**config.mk**
```make
export PLATFORM = sky130hd
export DESIGN_NAME = msk_patchk_lane
export DESIGN_NICKNAME = d
export VERILOG_FILES = /design/src/rtl/msk_patchk_pkg.sv /design/src/rtl/msk_patchk_lane.sv
export SDC_FILE = /design/constraint.sdc
export NUM_CORES = 1
export LEC_CHECK = 0
export ABC_AREA = 1
export CAP_MARGIN = 0
export CORE_ASPECT_RATIO = 0.75
export CORE_UTILIZATION = 55
export DETAILED_ROUTE_END_ITERATION = 8
export HOLD_SLACK_MARGIN = 0.1
export PLACE_DENSITY = 0.79
export SYNTH_ARGS = -nofsm -noshare
export SYNTH_HDL_FRONTEND = slang
export SYNTH_SLANG_ARGS = --single-unit
```
**constraint.sdc**
```tcl
create_clock -name clk -period 5.6 [get_ports clk]
set_input_delay 1.68 -clock clk [delete_from_list [all_inputs] [get_ports clk]]
set_output_delay 1.68 -clock clk [all_outputs]
set_load 0.02 [all_outputs]
```
**src/rtl/msk_patchk_pkg.sv**
```systemverilog
// Shared types and defaults for the MSK bit-pattern checker.
// The sync word is the leading slice of the repeating pattern.
package msk_patchk_pkg;

    localparam int DEF_FDW    = 256;
    localparam int DEF_SYNC_W = 32;
    localparam int LOSS_CNT_W = 16;

    localparam logic [DEF_FDW-1:0] DEF_FIXED_DATA =
        256'h9010_3c5a_e7b2_4d81_6f29_c3a4_5e17_b80d_2c6b_f193_7a48_05de_91c7_3b6e_84a5_0ffe;

    typedef enum logic {
        SEARCH = 1'b0,
        LOCK   = 1'b1
    } lane_state_t;

    function automatic logic [DEF_SYNC_W-1:0] sync_word();
        return DEF_FIXED_DATA[DEF_FDW-1 -: DEF_SYNC_W];
    endfunction

endpackage

```
**src/rtl/msk_patchk_lane.sv**
```systemverilog
// One checker lane: sync search, locked compare, loss-of-lock window.
// MSK_PATCHK_INV_EN also accepts the inverted sync word (phase ambiguity).
module msk_patchk_lane
    import msk_patchk_pkg::*;
#(
    parameter int              FDW        = DEF_FDW,
    parameter logic [FDW-1:0]  FIXED_DATA = DEF_FIXED_DATA,
    parameter int              SYNC_W     = DEF_SYNC_W,
    parameter int              LOSS_WIN   = 64,
    parameter int              LOSS_THR   = 8,
    parameter int              CNT_W      = 32
) (
    input  logic                  clk,
    input  logic                  rst,
    input  logic                  data_i,
    input  logic                  data_val_i,
    input  logic                  clr_i,
    output logic                  locked_o,
    output logic                  err_o,
`ifdef MSK_PATCHK_INV_EN
    output logic                  inv_o,
`endif
    output logic [CNT_W-1:0]      bit_cnt_o,
    output logic [CNT_W-1:0]      err_cnt_o,
    output logic [LOSS_CNT_W-1:0] loss_cnt_o
);

    localparam int PW = (FDW > 1) ? $clog2(FDW) : 1;
    localparam int WW = $clog2(LOSS_WIN + 1);
    localparam int EW = $clog2(LOSS_THR + 1);

    localparam logic [SYNC_W-1:0] SYNC     = FIXED_DATA[FDW-1 -: SYNC_W];
    localparam logic [PW-1:0]     PTR_INIT = PW'(SYNC_W % FDW);
    localparam logic [PW-1:0]     PTR_LAST = PW'(FDW - 1);
    localparam logic [WW-1:0]     WIN_LAST = WW'(LOSS_WIN - 1);
    localparam logic [EW-1:0]     THR      = EW'(LOSS_THR);

    lane_state_t           state_q, state_d;
    logic [SYNC_W-1:0]     hist_q, hist_d;
    logic [PW-1:0]         ptr_q, ptr_d;
    logic [WW-1:0]         win_q, win_d;
    logic [EW-1:0]         werr_q, werr_d, werr_nx;
    logic                  inv_q, inv_d;
    logic                  err_q, err_d;
    logic                  bit_inc, err_inc, loss_inc;
    logic [PW-1:0]         idx;
    logic                  rx_bit, mism;
    logic [CNT_W-1:0]      bit_cnt_q, err_cnt_q;
    logic [LOSS_CNT_W-1:0] loss_cnt_q;

    assign idx     = PTR_LAST - ptr_q;
    assign rx_bit  = data_i ^ inv_q;
    assign mism    = rx_bit ^ FIXED_DATA[idx];
    assign werr_nx = werr_q + EW'(mism);

    // Next-state: history shift, acquisition, pointer and window tracking
    always_comb begin
        state_d  = state_q;
        hist_d   = hist_q;
        ptr_d    = ptr_q;
        win_d    = win_q;
        werr_d   = werr_q;
        inv_d    = inv_q;
        err_d    = 1'b0;
        bit_inc  = 1'b0;
        err_inc  = 1'b0;
        loss_inc = 1'b0;
        if (data_val_i) begin
            hist_d = {hist_q[SYNC_W-2:0], data_i};
            unique case (state_q)
                SEARCH: begin
                    if (hist_d == SYNC) begin
                        state_d = LOCK;
                        ptr_d   = PTR_INIT;
                        win_d   = '0;
                        werr_d  = '0;
                        inv_d   = 1'b0;
`ifdef MSK_PATCHK_INV_EN
                    end else if (hist_d == ~SYNC) begin
                        state_d = LOCK;
                        ptr_d   = PTR_INIT;
                        win_d   = '0;
                        werr_d  = '0;
                        inv_d   = 1'b1;
`endif
                    end
                end
                LOCK: begin
                    bit_inc = 1'b1;
                    err_inc = mism;
                    err_d   = mism;
                    ptr_d   = (ptr_q == PTR_LAST) ? '0 : ptr_q + 1'b1;
                    if (werr_nx >= THR) begin
                        state_d  = SEARCH;
                        loss_inc = 1'b1;
                        inv_d    = 1'b0;
                        win_d    = '0;
                        werr_d   = '0;
                    end else if (win_q == WIN_LAST) begin
                        win_d  = '0;
                        werr_d = '0;
                    end else begin
                        win_d  = win_q + 1'b1;
                        werr_d = werr_nx;
                    end
                end
            endcase
        end
    end

    // Lane state register and error pulse
    always_ff @(posedge clk) begin
        if (rst) begin
            state_q <= SEARCH;
            hist_q  <= '0;
            ptr_q   <= '0;
            win_q   <= '0;
            werr_q  <= '0;
            inv_q   <= 1'b0;
            err_q   <= 1'b0;
        end else begin
            state_q <= state_d;
            hist_q  <= hist_d;
            ptr_q   <= ptr_d;
            win_q   <= win_d;
            werr_q  <= werr_d;
            inv_q   <= inv_d;
            err_q   <= err_d;
        end
    end

    // Saturating statistics counters; clear beats a same-cycle increment
    always_ff @(posedge clk) begin
        if (rst || clr_i) begin
            bit_cnt_q  <= '0;
            err_cnt_q  <= '0;
            loss_cnt_q <= '0;
        end else begin
            if (bit_inc && !(&bit_cnt_q))
                bit_cnt_q <= bit_cnt_q + 1'b1;
            if (err_inc && !(&err_cnt_q))
                err_cnt_q <= err_cnt_q + 1'b1;
            if (loss_inc && !(&loss_cnt_q))
                loss_cnt_q <= loss_cnt_q + 1'b1;
        end
    end

    assign locked_o   = (state_q == LOCK);
    assign err_o      = err_q;
    assign bit_cnt_o  = bit_cnt_q;
    assign err_cnt_o  = err_cnt_q;
    assign loss_cnt_o = loss_cnt_q;
`ifdef MSK_PATCHK_INV_EN
    assign inv_o      = inv_q;
`endif

endmodule

```
==> impl_metrics.tcl <==
set metrics [dict create \
    status "finished clean" \
    number_of_placement_rows 35 \
    number_of_antenna_violations_at_the_first_check_in_global_routing 0 \
    skew_ps 12.6 \
    cp_max_fo 34 \
    grt_pass1_vias 6403 \
    viasPerCell 5.69 \
    grt.total_usage_pct 28.4 \
    clockBufferDepth 2 \
    min_period_over_period_pct 76.3 \
    area_growth_syn_to_layout_pct 20.4 \
    floorplan.initialDensity_pct 57.7 \
    die_x_um 135 \
    fin_nets 1163 \
    max_cap_violations 0 \
    synth_area_per_cell_um2 6.74 \
    layout_common_cells "nand2_1 (254), dfxtp_1 (132), a21oi_1 (114)" \
    cts_tree "yes" \
    drt-initial-drc-count 728 \
    grt_setup_unrepaired "false" \
    first_pass_grt_wire_length_um 31100 \
    fmax_mhz 234 \
    synth-seq-area-share_pct 36.4 \
    io_buffers 86 \
    worst_ir_drop_vdd_uv 222 \
    grt_max_degree 58 \
    post-dp-hpwl_um 13200 \
    synthesis.nets 1098 \
    clock_latency_ps 420 \
    globalplace.congestion 0.955 \
    clock_tree.htree_level_count 4 \
    fp.dieArea_mm2 0.0137 \
    synth.ff_latch_count 132 \
    slew_headroom_pct 32.2 \
    arrival_ps 4580 \
    drive_above_1_share_pct 3.73 \
    power.leakage_nw 3.05 \
    synthCells 1075 \
    ctsRootBufferMaster "clkbuf_16" \
    critical_path_class "reg -> reg" \
    p_per_area_mw_per_mm2 244 \
    postCtsHoldBufs 0 \
    drt_pre_antenna_iters 5 \
    setup.worst_path.end_class "flop" \
    post_synth_num_cell_types 32 \
    worstMarginPinSlew_ps 1020 \
    cp.required_ps 5910 \
    routed_wire_length_per_instance_um 14.3 \
    finalPower_mw 2.13 \
    min_path_type "reg -> reg" \
    wl_um 18900 \
    cp-start-kind "flop" \
    gr-total-overflow 0 \
    cts_buffers 17 \
    drt.antenna.violating_nets 0 \
    antenna_cells 0 \
    die_y_um 101 \
    core-area_mm2 0.0126 \
    fin_max_slew_vios 0 \
    synth-warning-count 0 \
    clk_pin_slew_ps 60 \
    period_minus_slack_ps 4270 \
    cts.repair.resized 0 \
    post_cts_buffers 0 \
    most_common_cell_after_layout_fill_and_taps_aside "nand2_1" \
    tns_ps 0 \
    final_setup_viols 0 \
    netlist_area_mm2 0.00725 \
    io_pins 87 \
    cts.sinks 132 \
    dr_total_vias 7501 \
    hold_viol_final 0 \
    drc 0 \
]
==> power breakdown <==
group | switching, mW | total [mW] | leakage (nW) | internal [mW]
registers | 0.00754 | 0.960 | 1.07 | 0.953
clock network | 0.459 | 1.11 | 0.286 | 0.650
logic | 0.0406 | 0.0572 | 1.70 | 0.0166
==> through the flow <==
step / setup WS, ps / utilization (%) / area (µm²) / hold slack, ps / instances
2_1_floorplan: 2010 / - / 7250 / 418 / 1075
3_3_place_gp: 1240 / 64.7 / 8140 / 431 / 1287
3_5_place_dp: 1120 / 64.7 / 8140 / 432 / 1287
4_1_cts: 1410 / 69.4 / 8730 / 441 / 1319
5_1_grt: 916 / 69.4 / 8730 / 450 / 1319
6_report: 1330 / 69.4 / 8730 / 438 / 1319
==> cell type report <==
type	count	area, µm²
inverters	102	383
well taps	166	208
flip-flops and latches	132	2640
clock inverters	13	138
clock buffers	19	453
fillers	1078	3840
multi-input cells	796	4010
repair buffers	91	898
==> metal layers <==
metal	share of wire, %	track usage [%]
met2	44	43.8
met1	48	40.6
met4	1.5	9.59
met5	0	0
met3	6.5	4.55
==> registers in the layout, indices dropped and copies added (netlist names) <==
| register | flops |
|---|---|
| loss_cnt_o | 16 |
| err_cnt_o | 32 |
| win_q | 7 |
| werr_q | 4 |
| hist_q | 31 |
| err_o | 1 |
| bit_cnt_o | 32 |
| locked_o | 1 |
| ptr_q | 8 |
==> logic make-up after synthesis <==
kind of cell,Yosys count,synth area share (%)
AOI/OAI and AO/OA,183,12.9
buffers and inverters,147,8.32
DFF,132,36.4
and+or+nand+nor,545,33.2
xor gates and xnor gates,50,6.04
adders and majority gates,18,3.11
==> worst max-delay path: stages (launching register included) <==
cell     delay (ps)
dfxtp_1         630
inv_1           220
ha_1            380
inv_1            80
nand2_1         130
nor2_1          150
nor2_1           60
nand2_1          70
nand3_1          60
nand3_1          80
nand3_1         100
nand2_1          80
nand2_1          80
nand2_4         300
ha_1            270
nand3_1         120
xor2_1          170
nor2_1          150
nand2_1         170
inv_1           230
nand3_1         160
nor2_1          160
nand3_1         110
o21ai_0         150
a21oi_1          50
==> Yosys cell counts, drive strengths merged <==
library cell / n / share of area, %
nand2: 255 / 13
dfxtp: 132 / 36
a21oi: 114 / 7.9
nor2: 106 / 5.5
inv: 101 / 5.2
nand3: 63 / 4.5
o21ai: 62 / 4.3
nand4: 55 / 4.7
nor3: 37 / 2.6
xor2: 36 / 4.3
clkbuf: 32 / 1.7
nor4: 21 / 1.8
ha: 18 / 3.1
xnor2: 14 / 1.7
buf: 13 / 1.4
a211oi: 3 / 0.31
nor3b: 3 / 0.31
nand3b: 2 / 0.21
a31oi: 1 / 0.086
and3: 1 / 0.086
clkinv: 1 / 0.052
nor4b: 1 / 0.12
o211ai: 1 / 0.10
o21a: 1 / 0.10
o21bai: 1 / 0.10
or2: 1 / 0.086
==> final timing paths <==
check                   startpoint                    endpoint  slack, ps  cells after the start
min          win_q[6]$_SDFFE_PP0P_       win_q[6]$_SDFFE_PP0P_        440                      2
min reg2reg  win_q[6]$_SDFFE_PP0P_       win_q[6]$_SDFFE_PP0P_        440                      2
max reg2reg  ptr_q[0]$_SDFFE_PP0P_  loss_cnt_o[9]$_SDFFE_PP0P_       1330                     24
max          ptr_q[0]$_SDFFE_PP0P_  loss_cnt_o[9]$_SDFFE_PP0P_       1330                     24
(Power assumes the default switching activity.)
